### src/rtl/bus_pkg.sv
`default_nettype none
// ============================================================================
//  Module      : bus_pkg
//  Description : Shared definitions for the internal module register bus:
//                command byte field positions, IOC width, initiator state
//                encoding and the read value returned for absent responders.
//  Revision    : 1.0  initial release
// ============================================================================
package bus_pkg;

    // Command byte layout: {dir, module index[1:0], ioc[4:0]}
    localparam int DIR_BIT = 7;
    localparam int IDX_MSB = 6;
    localparam int IDX_LSB = 5;
    localparam int IOC_W   = 5;
    localparam int IDX_W   = IDX_MSB - IDX_LSB + 1;

    // Data handed back when a read targets a module that does not exist
    localparam logic [7:0] RD_INVALID_DATA = 8'h00;

    // Initiator state encoding
    typedef enum logic [2:0] {
        ST_IDLE      = 3'd0,
        ST_WAIT_DATA = 3'd1,
        ST_LOAD      = 3'd2,
        ST_FETCH     = 3'd3,
        ST_WAIT_RD   = 3'd4,
        ST_TX        = 3'd5
    } bus_state_t;

    // True when a module index addresses a populated responder slot
    function automatic logic idx_in_range(input logic [IDX_W-1:0] idx,
                                          input int n_modules);
        return (int'(idx) < n_modules);
    endfunction

endpackage
`default_nettype wire

### src/rtl/io_bus_initiator.sv
`default_nettype none
// ============================================================================
//  Module      : io_bus_initiator
//  Description : Decodes command/data bytes from the SPI byte receiver and
//                issues single-cycle load/fetch strobes with IOC address and
//                one-hot chip-select to up to four register-file responders.
//                Read data is captured and returned to the SPI byte
//                transmitter through a valid/ready handshake.
//  Revision    : 1.0  initial release
// ============================================================================
module io_bus_initiator
    import bus_pkg::*;
#(
    parameter int N_MODULES = 4,
    parameter int READ_LAT  = 1
) (
    input  logic                   i_sys_clk,
    input  logic                   i_rst,
    input  logic                   i_frame,
    input  logic                   i_rx_valid,
    input  logic [7:0]             i_rx_byte,
    output logic [7:0]             o_tx_byte,
    output logic                   o_tx_valid,
    input  logic                   i_tx_ready,
    output logic [IOC_W-1:0]       o_ioc,
    output logic [7:0]             o_data_out,
    output logic [N_MODULES-1:0]   o_cs,
    output logic                   o_fetch_cmd,
    output logic                   o_load_cmd,
    input  logic [8*N_MODULES-1:0] i_data_in,
    output logic                   o_busy,
    output logic                   o_err
);

    bus_state_t r_state;
    bus_state_t w_next_state;

    logic [IDX_W-1:0]     r_idx;
    logic [IOC_W-1:0]     r_ioc;
    logic [7:0]           r_data_out;
    logic [7:0]           r_tx_byte;
    logic [1:0]           r_lat_cnt;
    logic                 r_err;
    logic                 r_tx_valid;
    logic                 r_busy;
    logic                 r_load;
    logic                 r_fetch;
    logic [N_MODULES-1:0] r_cs;

    logic                 w_cmd_accept;
    logic                 w_data_accept;
    logic                 w_lat_done;
    logic [IDX_W-1:0]     w_cmd_idx;
    logic [IDX_W-1:0]     w_sel_idx;
    logic                 w_sel_valid;
    logic [N_MODULES-1:0] w_cs_onehot;
    logic [7:0]           w_rd_data;
    logic                 w_load_nxt;
    logic                 w_fetch_nxt;
    logic [N_MODULES-1:0] w_cs_nxt;
    logic                 w_tx_valid_nxt;
    logic                 w_busy_nxt;

    // While the frame is closed no byte is accepted at all
    assign w_cmd_accept  = (r_state == ST_IDLE)      && i_frame && i_rx_valid;
    assign w_data_accept = (r_state == ST_WAIT_DATA) && i_frame && i_rx_valid;
    assign w_lat_done    = (r_lat_cnt == 2'(READ_LAT - 1));
    assign w_cmd_idx     = i_rx_byte[IDX_MSB:IDX_LSB];

    // A fetch strobe is launched from IDLE, before r_idx holds the new index
    assign w_sel_idx   = (r_state == ST_IDLE) ? w_cmd_idx : r_idx;
    assign w_sel_valid = idx_in_range(w_sel_idx, N_MODULES);

    // One-hot decode of the selected module index
    always_comb begin
        w_cs_onehot = '0;
        for (int k = 0; k < N_MODULES; k++) begin
            w_cs_onehot[k] = (w_sel_idx == IDX_W'(k));
        end
    end

    // Read-data mux: byte lane of the latched responder index
    always_comb begin
        w_rd_data = RD_INVALID_DATA;
        for (int k = 0; k < N_MODULES; k++) begin
            if (r_idx == IDX_W'(k)) begin
                w_rd_data = i_data_in[8*k +: 8];
            end
        end
    end

    // State register
    always_ff @(posedge i_sys_clk) begin
        if (i_rst) begin
            r_state <= ST_IDLE;
        end else begin
            r_state <= w_next_state;
        end
    end

    // Next-state logic; a closed frame always returns to IDLE
    always_comb begin
        w_next_state = r_state;
        case (r_state)
            ST_IDLE: begin
                if (w_cmd_accept) begin
                    w_next_state = i_rx_byte[DIR_BIT] ? ST_WAIT_DATA : ST_FETCH;
                end
            end
            ST_WAIT_DATA: begin
                if (w_data_accept) begin
                    w_next_state = ST_LOAD;
                end
            end
            ST_LOAD:    w_next_state = ST_IDLE;
            ST_FETCH:   w_next_state = ST_WAIT_RD;
            ST_WAIT_RD: begin
                if (w_lat_done) begin
                    w_next_state = ST_TX;
                end
            end
            ST_TX: begin
                if (i_tx_ready) begin
                    w_next_state = ST_IDLE;
                end
            end
            default:    w_next_state = ST_IDLE;
        endcase
        if (!i_frame) begin
            w_next_state = ST_IDLE;
        end
    end

    // Output decode from the next state so every output comes from a flop
    always_comb begin
        w_load_nxt     = (w_next_state == ST_LOAD)  && w_sel_valid;
        w_fetch_nxt    = (w_next_state == ST_FETCH) && w_sel_valid;
        w_cs_nxt       = (w_load_nxt || w_fetch_nxt) ? w_cs_onehot : '0;
        w_tx_valid_nxt = (w_next_state == ST_TX);
        w_busy_nxt     = (w_next_state != ST_IDLE);
    end

    // Command latch, write data, read latency counter, capture and error flag
    always_ff @(posedge i_sys_clk) begin
        if (i_rst) begin
            r_idx      <= '0;
            r_ioc      <= '0;
            r_data_out <= '0;
            r_tx_byte  <= '0;
            r_lat_cnt  <= '0;
            r_err      <= 1'b0;
        end else begin
            if (w_cmd_accept) begin
                r_idx <= w_cmd_idx;
                r_ioc <= i_rx_byte[IOC_W-1:0];
                if (!idx_in_range(w_cmd_idx, N_MODULES)) begin
                    r_err <= 1'b1;
                end
            end
            if (w_data_accept) begin
                r_data_out <= i_rx_byte;
            end
            if (r_state == ST_WAIT_RD) begin
                r_lat_cnt <= r_lat_cnt + 2'd1;
            end else begin
                r_lat_cnt <= '0;
            end
            if ((r_state == ST_WAIT_RD) && w_lat_done && i_frame) begin
                r_tx_byte <= w_sel_valid ? w_rd_data : RD_INVALID_DATA;
            end
        end
    end

    // Registered strobes, select and handshake outputs
    always_ff @(posedge i_sys_clk) begin
        if (i_rst) begin
            r_load     <= 1'b0;
            r_fetch    <= 1'b0;
            r_cs       <= '0;
            r_tx_valid <= 1'b0;
            r_busy     <= 1'b0;
        end else begin
            r_load     <= w_load_nxt;
            r_fetch    <= w_fetch_nxt;
            r_cs       <= w_cs_nxt;
            r_tx_valid <= w_tx_valid_nxt;
            r_busy     <= w_busy_nxt;
        end
    end

    assign o_tx_byte   = r_tx_byte;
    assign o_tx_valid  = r_tx_valid;
    assign o_ioc       = r_ioc;
    assign o_data_out  = r_data_out;
    assign o_cs        = r_cs;
    assign o_fetch_cmd = r_fetch;
    assign o_load_cmd  = r_load;
    assign o_busy      = r_busy;
    assign o_err       = r_err;

endmodule
`default_nettype wire

### config.mk
export PLATFORM = sky130hd
export DESIGN_NAME = io_bus_initiator
export DESIGN_NICKNAME = d
export VERILOG_FILES = /design/src/rtl/bus_pkg.sv /design/src/rtl/io_bus_initiator.sv
export SDC_FILE = /design/constraint.sdc
export NUM_CORES = 1
export LEC_CHECK = 0
export BUFFER_PORTS_ARGS = -buffer_cell sky130_fd_sc_hd__buf_2
export CAP_MARGIN = 20
export CORE_MARGIN = 2
export CORE_UTILIZATION = 38
export DETAILED_ROUTE_END_ITERATION = 12
export GPL_ROUTABILITY_DRIVEN = 0
export PLACE_DENSITY_LB_ADDON = 0.15
export SLEW_MARGIN = 10
export SYNTH_ARGS = -nofsm -noshare
export SYNTH_HDL_FRONTEND = slang
export SYNTH_SLANG_ARGS = --single-unit
### constraint.sdc
create_clock -name i_sys_clk -period 2.32 [get_ports i_sys_clk]
set_clock_uncertainty 0.2 [all_clocks]
set_input_delay 0.116 -clock i_sys_clk [delete_from_list [all_inputs] [get_ports i_sys_clk]]
set_output_delay 0.116 -clock i_sys_clk [all_outputs]
set_load 0.01 [all_outputs]
==> metrics.md <==
| Metric | Value |
|---|---|
| Ant. Diodes | 0 |
| Peak supply drop | 0.3709 mV |
| Number of iterations in the first detailed-routing pass | 4 |
| Status | finished, final reports clean |
| Root buf cell | clkbuf_8 |
| Crit Path Class | reg2reg |
| Count leader, synth | dfxtp_1 |
| Syn_nets | ~200 |
| # DRC | 0 |
| PortBufs | 73 |
| Vias in the first global route | between 1k and 1.5k |
| Crit Path Max Fanout | 11 |
| CTS tree | built |
| Fin. Hold Viols | 0 |
| Buffers and inverters on the worst path | 1 |
| Critical-path cell list | nor3_1, nand3_1, dlygate4sd3_1, a21oi_1 |
| Final setup fails | 0 |
| Min-delay worst type | in2reg |
| Synthesis Warnings | 0 |
| Leak | 1.027 nW |
| Crit path capture type | flip-flop |
| Initial Util | 39.44% |
| Die height | roughly 70 um |
| Yosys reg bits | 36 |
| Final cycle utilization of the critical path | a little over four fifths |
| Tmin final | between 1.5 and 2 ns |
| RSZ-0062 raised after global routing | false |
| Share of flip-flops with an asynchronous set or reset | 0% |
| DPL Wire Length | 2.597 mm |
| Pins Over Slew Limit | 0 |
| Clk_lat worst skew | approximately 0.28 ns |
| IO Count | 75 |
| Via density | 4.713 |
| Setup TNS | 0 ns |
| Pwr dens | slightly below 600 nW/um2 |
| Post-synthesis sequential area ratio | 45.68% |
| Crit path DAT | 1.97 ns |
| Nets | 284 |
| Largest cells by area after synthesis | dfxtp_1, mux4_2, mux2i_1, nor2_1, o21ai_0 |
| WL/cell | roughly 12 um |
| Grt total ovfl | 0 |
| Cell Area, Placed | 1962 um2 |
| Longest Clk Path Bufs | 2 |
| Maximum number of pins on one net before global-route repair | 20 |
| Worst R2R Setup Slack | about 0.37 ns |
| FP Rows | 23 |
| Fmax | between 0.5 and 0.6 GHz |
| Req. time, crit path | ~2.3 ns |
| Number of buffers created by CTS | 5 |
| Final instance area | roughly 2200 um2 |
| Slew @ Worst Pin | approximately 0.53 ns |
| Clock slew at reported path FFs | about 0.070 ns |
| Total die area | 4683 um2 |
| Detailed-route via count | 1,362 |
| Starting DRT DRC Count | 37 |
| Share of layout cells above drive strength 1 | approximately two fifths |
| Setup crit start kind | flip-flop |
| Synthesized area | ~1600 um2 |
| Yosys cell types | 31 |
| Main synth FF type | dfxtp_1 |
| Die Width | between 60 and 70 um |
| Area grow syn2layout | 36.40% |
| Max-cap violation count | 0 |
| Synth top area share | a little under half |
| Total track usage | between 10% and 20% |
| Slowest stage cell, crit path | dlygate4sd3_1 |
| Clk sinks | 36 |
| Routed WL | about 3.5 mm |
| Dominant cell type by area after synthesis | dfxtp_1 |
| Antenna violations before repair | 0 |
| CTS resizes | 0 |
| CORE AREA | 4000 um2 |
| Post-route ant nets | 0 |
| Top cells by count, synth | dfxtp_1, nor2_1, mux2i_1 |
| Number of synthesized flops with an enable pin | 0 |
| Relative slew margins | between 60% and 70% |
| Syn avg cell area | between 10 and 15 um2 |
| Crit-path max cell delay | 0.57 ns |
| Cells after Synth | 155 |
| Global-route wire length before repair | around 5.4 mm |
| Top delay family on crit path | simple AND/OR/NAND/NOR gates |
| H-tree depth | 2 |
cells by family (layout without fill, tap and decap cells):
family | after synthesis | in the layout | synth area share (%)
AND/OR/NAND/NOR | 57 | 57 | 19.91
flip-flops | 36 | 36 | 45.68
multiplexers | 23 | 23 | 20.94
buffers and inverters | 21 | 105 | 6.661
AO/OA/AOI/OAI | 15 | 15 | 5.234
adder cells (fa/ha/maj) | 1 | 1 | 0.7929
other | 1 | 1 | 0.2377
XOR/XNOR | 1 | 1 | 0.5552
where the power goes:
part | leakage (nW) | internal [mW] | switching, mW | total [mW]
Clock | 0.0455 | 0.242 | 0.206 | 0.448
Sequential | 0.291 | 0.630 | 0.0136 | 0.644
Combinational | 0.690 | 0.0898 | 0.0651 | 0.155
worst reg2reg max path, stage by stage, from the launching register on:
cell and delay (ns):
dfxtp_1 0.42, nor3_1 0.45, nand3_1 0.12, dlygate4sd3_1 0.57, a21oi_1 0.12
through the flow:
step	power [mW]	hold slack [ns]	instances	setup slack (ns)	utilization [%]
2_1_floorplan	0.7404	-0.005900	155	0.7534	-
3_3_place_gp	0.8000	0.1207	271	0.5134	49.05
3_5_place_dp	0.8008	0.1162	271	0.4875	49.05
4_1_cts	1.261	0.003481	289	0.3754	53.80
5_1_grt	1.305	0.02835	289	0.2666	53.80
6_report	1.246	0.001906	289	0.3652	53.80
what timing repair did:
action | 4_1_cts | 5_1_grt
setup buffers | 0 | 0
endpoints found under the hold margin | 20 | 0
hold buffers | 10 | 0
cell usage in the layout (no fill, tap or decap), drive strengths merged:
cell         Yosys  layout
and2             2       2
ha               1       1
dlygate4sd3      0      10
and3             1       1
inv             11      11
clkinv           1       1
conb             1       1
nand3            3       3
o21ai            9       9
nand2b           3       3
or4              1       1
nor2            20      20
nor4             1       1
a21oi            4       4
nor4b            1       1
nor3             5       5
a31o             1       1
mux4             8       8
nor2b            1       1
buf              7      75
clkbuf           2       8
or3              3       3
nand2            9       9
xnor2            1       1
nand3b           7       7
mux2i           15      15
dfxtp           36      36
a41oi            1       1
routing by layer:
| metal | part of all wire (%) | vias to the layer above | global-route usage [%] |
|---|---|---|---|
| met3 | 6.4 | 5 | 3.454 |
| met5 | 0 | - | 0 |
| met1 | 42 | 617 | 18.70 |
| met2 | 50 | 47 | 25.72 |
| met4 | 1.5 | 0 | 7.500 |
| li1 | - | 693 | - |
state kept, by name (all words and copies together), names as in the netlist:
name,count
r_state,3
o_ioc,5
r_lat_cnt,2
o_data_out,8
o_load_cmd,1
o_busy,1
o_cs,4
o_fetch_cmd,1
o_tx_byte,8
o_tx_valid,1
r_idx,2
final cells by class:
class	instances	area [um2]
timing repair buffer	85	480.5
tap	50	62.56
multi-input combinational	98	752.0
inverter	12	46.29
sequential	36	720.7
fill	378	1848
clock buffer	8	90.09
path summary, 6_finish.rpt:
check	cells past startpoint	end	from
max	4	o_cs[3]$_SDFF_PP0_	r_state[1]$_SDFF_PP0_
max reg2reg	4	o_cs[3]$_SDFF_PP0_	r_state[1]$_SDFF_PP0_
min	2	o_data_out[2]$_SDFFE_PP0P_	i_rst
min reg2reg	2	o_tx_byte[6]$_SDFFE_PP0P_	o_tx_byte[6]$_SDFFE_PP0P_
No activity file was read; power rests on OpenSTA's default activity.
